<file path="config.mk">
export PLATFORM = sky130hd
export DESIGN_NAME = add_pipe_32
export DESIGN_NICKNAME = d
export VERILOG_FILES = /design/src/rtl/add_pipe_32_pkg.sv /design/src/rtl/add_pipe_32_cla16.sv /design/src/rtl/add_pipe_32.sv
export SDC_FILE = /design/constraint.sdc
export NUM_CORES = 1
export LEC_CHECK = 0
export CAP_MARGIN = 20
export CORE_MARGIN = 1
export CORE_UTILIZATION = 54
export CTS_CLUSTER_DIAMETER = 30
export DETAILED_ROUTE_END_ITERATION = 8
export MAX_ROUTING_LAYER = met4
export PLACE_DENSITY_LB_ADDON = 0.2
export SLEW_MARGIN = 15
export SYNTH_ARGS = -nofsm -noshare
export SYNTH_HDL_FRONTEND = slang
export SYNTH_SLANG_ARGS = --single-unit
</file>
<file path="constraint.sdc">
create_clock -name clk -period 7.15 [get_ports clk]
set_input_delay 1.0725 -clock clk [delete_from_list [all_inputs] [get_ports clk]]
set_output_delay 1.0725 -clock clk [all_outputs]
set_load 0.03 [all_outputs]
</file>
<file path="src/rtl/add_pipe_32_pkg.sv">
// Shared widths, saturation limits and carry-lookahead helpers for the add_pipe_32 slice.
// Pure constants/functions: no state, no latency, no flow control.
// Used by both the pipeline top and the 16-bit CLA half-adder.
package add_pipe_32_pkg;

    localparam int ADD_HALF_W = 16;
    localparam int ADD_FULL_W = 32;

    localparam logic [ADD_FULL_W-1:0] ADD_SMAX = 32'h7FFF_FFFF;
    localparam logic [ADD_FULL_W-1:0] ADD_SMIN = 32'h8000_0000;

    // Carry into each bit of a 4-bit group, bit 0 being the group carry-in.
    function automatic logic [3:0] carry4(input logic [3:0] g, input logic [3:0] p, input logic cin);
        logic [3:0] c;
        c[0] = cin;
        c[1] = g[0] | (p[0] & cin);
        c[2] = g[1] | (p[1] & g[0]) | (p[1] & p[0] & cin);
        c[3] = g[2] | (p[2] & g[1]) | (p[2] & p[1] & g[0]) | (p[2] & p[1] & p[0] & cin);
        return c;
    endfunction

    function automatic logic grp_g(input logic [3:0] g, input logic [3:0] p);
        return g[3] | (p[3] & g[2]) | (p[3] & p[2] & g[1]) | (p[3] & p[2] & p[1] & g[0]);
    endfunction

endpackage

</file>
<file path="src/rtl/add_pipe_32_cla16.sv">
// 16-bit two-level carry-lookahead adder exposing group propagate/generate.
// Latency: purely combinational.
// Backpressure: none; the enclosing pipeline owns all flow control.
module add_pipe_32_cla16
    import add_pipe_32_pkg::*;
(
    input  logic [ADD_HALF_W-1:0] A,
    input  logic [ADD_HALF_W-1:0] B,
    input  logic                  c0,
    output logic [ADD_HALF_W-1:0] S,
    output logic                  px,
    output logic                  gx
);

    logic [ADD_HALF_W-1:0] p;
    logic [ADD_HALF_W-1:0] g;
    logic [ADD_HALF_W-1:0] c;
    logic [3:0]            gp;
    logic [3:0]            gg;
    logic [3:0]            gc;

    assign p = A ^ B;
    assign g = A & B;

    for (genvar k = 0; k < 4; k++) begin : g_grp
        assign gp[k]       = &p[4*k +: 4];
        assign gg[k]       = grp_g(g[4*k +: 4], p[4*k +: 4]);
        assign c[4*k +: 4] = carry4(g[4*k +: 4], p[4*k +: 4], gc[k]);
    end

    // Second lookahead level resolves the carry into each 4-bit group.
    assign gc = carry4(gg, gp, c0);

    assign S  = p ^ c;
    assign px = &gp;
    assign gx = grp_g(gg, gp);

endmodule

</file>
<file path="src/rtl/add_pipe_32.sv">
// Two-stage 32-bit adder: low half + carry in stage 1, high half into output register. Option: ADD_PIPE_SAT_EN.
// Latency: 2 cycles from input transfer to out_valid, one result per cycle.
// Backpressure: output holds while !out_ready, stage 1 fills, then in_ready drops.
module add_pipe_32
    import add_pipe_32_pkg::*;
#(
    parameter int W_HALF = 16
) (
    input  logic                  clk,
    input  logic                  rst,
    input  logic                  in_valid,
    output logic                  in_ready,
    input  logic [ADD_FULL_W-1:0] A,
    input  logic [ADD_FULL_W-1:0] B,
    input  logic                  c0,
    output logic                  out_valid,
    input  logic                  out_ready,
    output logic [ADD_FULL_W-1:0] S,
    output logic                  c32,
    output logic                  ovf
);

    if (W_HALF != ADD_HALF_W) begin : g_bad_w_half
        $error("add_pipe_32: W_HALF must be 16");
    end

    logic                  s1_valid;
    logic [ADD_HALF_W-1:0] s1_s_lo;
    logic                  s1_c16;
    logic [ADD_HALF_W-1:0] s1_a_hi;
    logic [ADD_HALF_W-1:0] s1_b_hi;

    logic                  s1_adv;
    logic                  in_xfer;

    logic [ADD_HALF_W-1:0] lo_s;
    logic                  lo_px;
    logic                  lo_gx;
    logic                  c16_d;

    logic [ADD_HALF_W-1:0] hi_s;
    logic                  hi_px;
    logic                  hi_gx;
    logic                  c32_d;
    logic                  ovf_d;
    logic [ADD_FULL_W-1:0] sum_d;
    logic [ADD_FULL_W-1:0] s_d;

    assign s1_adv   = s1_valid & (~out_valid | out_ready);
    assign in_ready = ~rst & (~s1_valid | s1_adv);
    assign in_xfer  = in_valid & in_ready;

    add_pipe_32_cla16 u_cla_lo (
        .A  (A[ADD_HALF_W-1:0]),
        .B  (B[ADD_HALF_W-1:0]),
        .c0 (c0),
        .S  (lo_s),
        .px (lo_px),
        .gx (lo_gx)
    );

    assign c16_d = lo_gx | (lo_px & c0);

    always_ff @(posedge clk) begin
        if (rst) begin
            s1_valid <= 1'b0;
            s1_s_lo  <= '0;
            s1_c16   <= 1'b0;
            s1_a_hi  <= '0;
            s1_b_hi  <= '0;
        end else if (in_xfer) begin
            s1_valid <= 1'b1;
            s1_s_lo  <= lo_s;
            s1_c16   <= c16_d;
            s1_a_hi  <= A[ADD_FULL_W-1:ADD_HALF_W];
            s1_b_hi  <= B[ADD_FULL_W-1:ADD_HALF_W];
        end else if (s1_adv) begin
            s1_valid <= 1'b0;
        end
    end

    add_pipe_32_cla16 u_cla_hi (
        .A  (s1_a_hi),
        .B  (s1_b_hi),
        .c0 (s1_c16),
        .S  (hi_s),
        .px (hi_px),
        .gx (hi_gx)
    );

    assign c32_d = hi_gx | (hi_px & s1_c16);
    assign sum_d = {hi_s, s1_s_lo};
    assign ovf_d = (s1_a_hi[ADD_HALF_W-1] == s1_b_hi[ADD_HALF_W-1])
                 & (hi_s[ADD_HALF_W-1] != s1_a_hi[ADD_HALF_W-1]);

`ifdef ADD_PIPE_SAT_EN
    // Clamp toward the sign of the operands; c32 still reports the raw carry.
    assign s_d = ovf_d ? (s1_a_hi[ADD_HALF_W-1] ? ADD_SMIN : ADD_SMAX) : sum_d;
`else
    assign s_d = sum_d;
`endif

    always_ff @(posedge clk) begin
        if (rst) begin
            out_valid <= 1'b0;
            S         <= '0;
            c32       <= 1'b0;
            ovf       <= 1'b0;
        end else if (s1_adv) begin
            out_valid <= 1'b1;
            S         <= s_d;
            c32       <= c32_d;
            ovf       <= ovf_d;
        end else if (out_ready) begin
            out_valid <= 1'b0;
        end
    end

endmodule

</file>
## Word level (Yosys, flattened, before mapping)

Index checks and enable logic that the tools add are counted.

- Register bits: 85
- Output and inout port bits: 36
- Word-level logic and storage cells: 276

- Bitwise logic cells: 249
- Reduce and logical (&&, ||, !) cells: 12
- Mux-type cells: 4
- Equality and inequality tests: 2

Operator list:

| operator | number |
|---|---|
| AND 1 bit | 146 |
| OR 1 bit | 94 |
| XOR 16 bit | 4 |
| AND 16 bit | 2 |
| AND reduction 16 bit | 2 |
| AND reduction 4 bit | 8 |
| two-way mux 1 bit | 4 |
| nonzero test 2 bit | 2 |
| inverter 1 bit | 3 |
| equality test 1 bit | 1 |
| inequality test 1 bit | 1 |

## Longest topological paths before layout

- Depth in word-level cells: 14
- Mapped depth: 9
- Mapped depth without buffers: 9

## By module

From an unflattened synthesis, not the netlist that was laid out.

- Cells, all modules: 550
- Area total of the unflattened synthesis: 5096.1 sq um

Modules (own cells, without submodules):

| module | area an instance (sq um) | times used | cells each | sequential area each (sq um) |
|---|---|---|---|---|
| add_pipe_32 | 3382.0 | 1 | 326 | 1701.6 |
| add_pipe_32_cla16 | 857.1 | 2 | 112 | 0.0 |

## Worst setup path after synthesis

OpenSTA, ideal clock, no wires.

- Kind: input -> register
- Start point: in A[0]
- End point: reg s1_s_lo[13]
- Data arrival time: 2916 ps
- Cell stages on the path: 8
- Path slack: 4104 ps
- Library setup time: 130 ps
- Buffers on the path: 0
- Path through: ha_1 -> a211oi_1 -> o21bai_1 -> a211o_1 -> o21a_1 -> fa_1 -> xnor2_1 -> o21ai_0

- Cells in the longest elaborated chain, start to end: 9

RTL lines:

| item | RTL line | text |
|---|---|---|
| from (decl) | add_pipe_32.sv:13 | `input logic [ADD_FULL_W-1:0] A,` |
| AND 16 bit | add_pipe_32_cla16.sv:23 | `assign g = A & B;` |
| AND 1 bit | add_pipe_32_pkg.sv:23 | `return g[3] \| (p[3] & g[2]) \| (p[3] & p[2] & g[1]) \| (p[3] & p[2] & p[1] & g[0]);` |
| OR 1 bit | add_pipe_32_pkg.sv:23 |  |
| AND 1 bit | add_pipe_32_pkg.sv:18 | `c[3] = g[2] \| (p[2] & g[1]) \| (p[2] & p[1] & g[0]) \| (p[2] & p[1] & p[0] & cin);` |
| OR 1 bit | add_pipe_32_pkg.sv:18 |  |
| OR 1 bit (*) | add_pipe_32_pkg.sv:18 |  |
| AND 1 bit (*) | add_pipe_32_pkg.sv:16 | `c[1] = g[0] \| (p[0] & cin);` |
| OR 1 bit (*) | add_pipe_32_pkg.sv:16 |  |
| XOR 16 bit (*) | add_pipe_32_cla16.sv:34 | `assign S = p ^ c;` |
| to (signal assigned) | add_pipe_32.sv:73 | `s1_s_lo <= lo_s;` |
| to (decl) | add_pipe_32.sv:28 | `logic [ADD_HALF_W-1:0] s1_s_lo;` |

Every way passes the cells marked *; elsewhere a longest branch is shown, timed or not.
A chain may end at the register's enable or synchronous reset.

## Worst setup path after layout

- Start point: in out_ready
- End point: out in_ready

- Cells in the longest elaborated chain, start to end: 4

RTL lines:

| item | RTL line | text |
|---|---|---|
| from (decl) | add_pipe_32.sv:17 | `input logic out_ready,` |
| OR 1 bit | add_pipe_32.sv:49 | `assign s1_adv = s1_valid & (~out_valid \| out_ready);` |
| AND 1 bit | add_pipe_32.sv:49 |  |
| OR 1 bit | add_pipe_32.sv:50 | `assign in_ready = ~rst & (~s1_valid \| s1_adv);` |
| AND 1 bit | add_pipe_32.sv:50 |  |
| to (decl) | add_pipe_32.sv:12 | `output logic in_ready,` |

No other way between the ends.

==> qor.txt <==
Critical Path RT = 6080 ps
Power per cell area = 198.1 nW/um2
Area contributors post-synth = dfxtp_1, nand2_1, ha_1
Final period util = 51.66%
Worst Tran Pin Value = 1037 ps
Multi-input logic area = 2522 um2
GR Util All Layers = 25.86%
Worst-skew pair later-pin latency = 350 ps
Fin crit period = 3693 ps
Post-synth net total = 630
Layout cells sized above 1 = 4.854%
Via count = 3976
Yosys top cell area share = 38.74%
Unrepaired setup endpoints after global routing = no
Initial antenna violation count = 0
Highest metal used = met4
N_diodes = 0
Final setup violation count = 0
Ys async rst share = 0%
Syn Area/Cell = 8.432 um2
Die width = 92.20 um
Die Footprint = 8500 um2
Buf/Inv on CP = 2
Cell Chain, Critical Path = clkdlybuf4s50_1, nor2b_1, a21oi_1, clkdlybuf4s50_1
Yosys reg bits = 85
Post-Synthesis Cells = 521
Setup ws final = 3457 ps
Avg WL per Cell = 14.19 um
Hold Buf Count CTS = 0
CTS Buf Count = 9
Die Ht = 92.20 um
Max-Cap Viols = 0
Fmax = 270.7 MHz
ANT nets after route = 0
Input/output buffers = 104
Initial core utilization = 56.27%
Placed Instance Area = 5482 um2
Register area = 1702 um2
M1 wire length = 4656 um
Synth area leader = dfxtp_1
Setup TNS Final = 0 ps
Hold Violations, Final = 0
Final instance area = 5688 um2
Number of distinct library cells after synthesis = 51
First-pass GRT wire length = 17170 um
HP Class = reg2reg
Post-synth top cells = nand2_1, dfxtp_1, nand3b_1
Pins Over Slew Limit = 0
Skew final = 16.68 ps
CP max stage delay = 730 ps
Nets = 722
Area Overhead vs Synth = 29.48%
Crit path capture type = output pin
IO Count = 105
Critical path's top delay family = buffers and inverters
GRT Residual Overflow = 0
Synth Warn # = 0
Synth Flop Type = dfxtp_1
CTS sink cnt = 85
Filler instances = 614
Setup CP Type = in2out
Post-DP HPWL = 7235 um
Core area = 7807 um2
Total power after layout = 1.127 mW
Critical-path top delay cell = clkdlybuf4s50_1
Setup bufs post-CTS = 0
Clk buf depth = 2
Rows = 32
Met2 WL = 4993 um
DRC = 0
Largest net degree at the start of global routing = 88
CTS tree = yes
Clk slew on worst S/H paths = 80 ps
Worst Path Arrival = 2620 ps
Slew headroom = 30.65%
Crit path max fanout = 5
Worst VDD drop = 0.1362 mV
CTS H-tree lvls = 3
CTS Root Buffer Type = clkbuf_8
RD Place Congestion = 0.8872
Most numerous cell in the Yosys netlist = nand2_1
Met3 wire len = 390 um
Via-to-Cell Ratio = 5.522
Crit path top cell by count = clkdlybuf4s50_1
Cell Area, Synth = 4393 um2
Register area share after synthesis = 38.74%
Pre-CTS WS = 3465 ps
Pre-antenna DRT Iters = 4
WHS = 453.3 ps
Vias in the first global route = 3837
Routed Wire Length = 10220 um
Post-synth EDFFs = 0
# resized after CTS = 0
Status = completed
Critical path launch point type = input port
DR iter-0 viols = 182
Leakage power figure = 2.382 nW
## sequential cells by signal, indices dropped and copies added (netlist names)
register,cells
S,32
s1_a_hi,16
s1_b_hi,16
s1_s_lo,16
c32,1
out_valid,1
ovf,1
s1_c16,1
s1_valid,1
## per-layer routing
metal,track usage [%],vias to the layer above
li1,-,1985
met1,31.74,1868
met2,42.72,105
met3,4.478,18
met4,9.375,0
met5,-,-
## tightest hold or removal path, cell delays in order (launching register included)
cell	delay, ps
dfxtp_1	320
nand2_1	50
a21oi_1	50
## logic make-up (layout without fill, tap and decap cells)
group | after synthesis | count (layout) | share of synthesized area, %
AND/OR/NAND/NOR | 223 | 223 | 25.32
buffers and inverters | 46 | 143 | 3.959
AO/OA/AOI/OAI | 111 | 111 | 16.04
adder cells (fa/ha/maj) | 40 | 40 | 12.76
flip-flops | 85 | 85 | 38.74
XOR/XNOR | 16 | 16 | 3.190
## through the flow
stage                     utilization (%)  instances
after floorplan                         -        521
after global placement              70.21        703
after detailed placement            70.21        703
after CTS                           72.66        719
after global routing                72.85        720
final                               72.85        720
## power breakdown
group | switching [mW] | internal, mW | leakage [nW]
Combinational | 0.136 | 0.124 | 1.59
Sequential | 0.0221 | 0.510 | 0.699
Clock | 0.172 | 0.163 | 0.0939
Total | 0.330 | 0.797 | 2.38
## final timing paths
kind         cells after the start  endpoint  slack (ps)        from
max                              4  in_ready        3460   out_ready
min                              2      S[1]         450  s1_s_lo[1]
max reg2reg                      9     S[29]        4390  s1_a_hi[0]
min reg2reg                      2      S[1]         450  s1_s_lo[1]
## layout by cell type (no fill, tap or decap), types with 10 or more instances in the layout
master,count
a21oi_1,39
ha_1,32
o21ai_0,20
nand3b_1,44
xnor2_1,14
nor2_1,23
a211oi_1,10
clkdlybuf4s50_1,103
dfxtp_1,85
nand2_1,117
inv_1,19
## cell type report
class                   instances  area share (%)
flip-flops and latches         85           29.92
inverters                      19           1.254
repair buffers                108           18.87
clock inverters                 5           1.056
well taps                     102           2.244
multi-input cells             390           44.35
clock buffers                  11           2.310
Power figures use the tool's default switching activity.
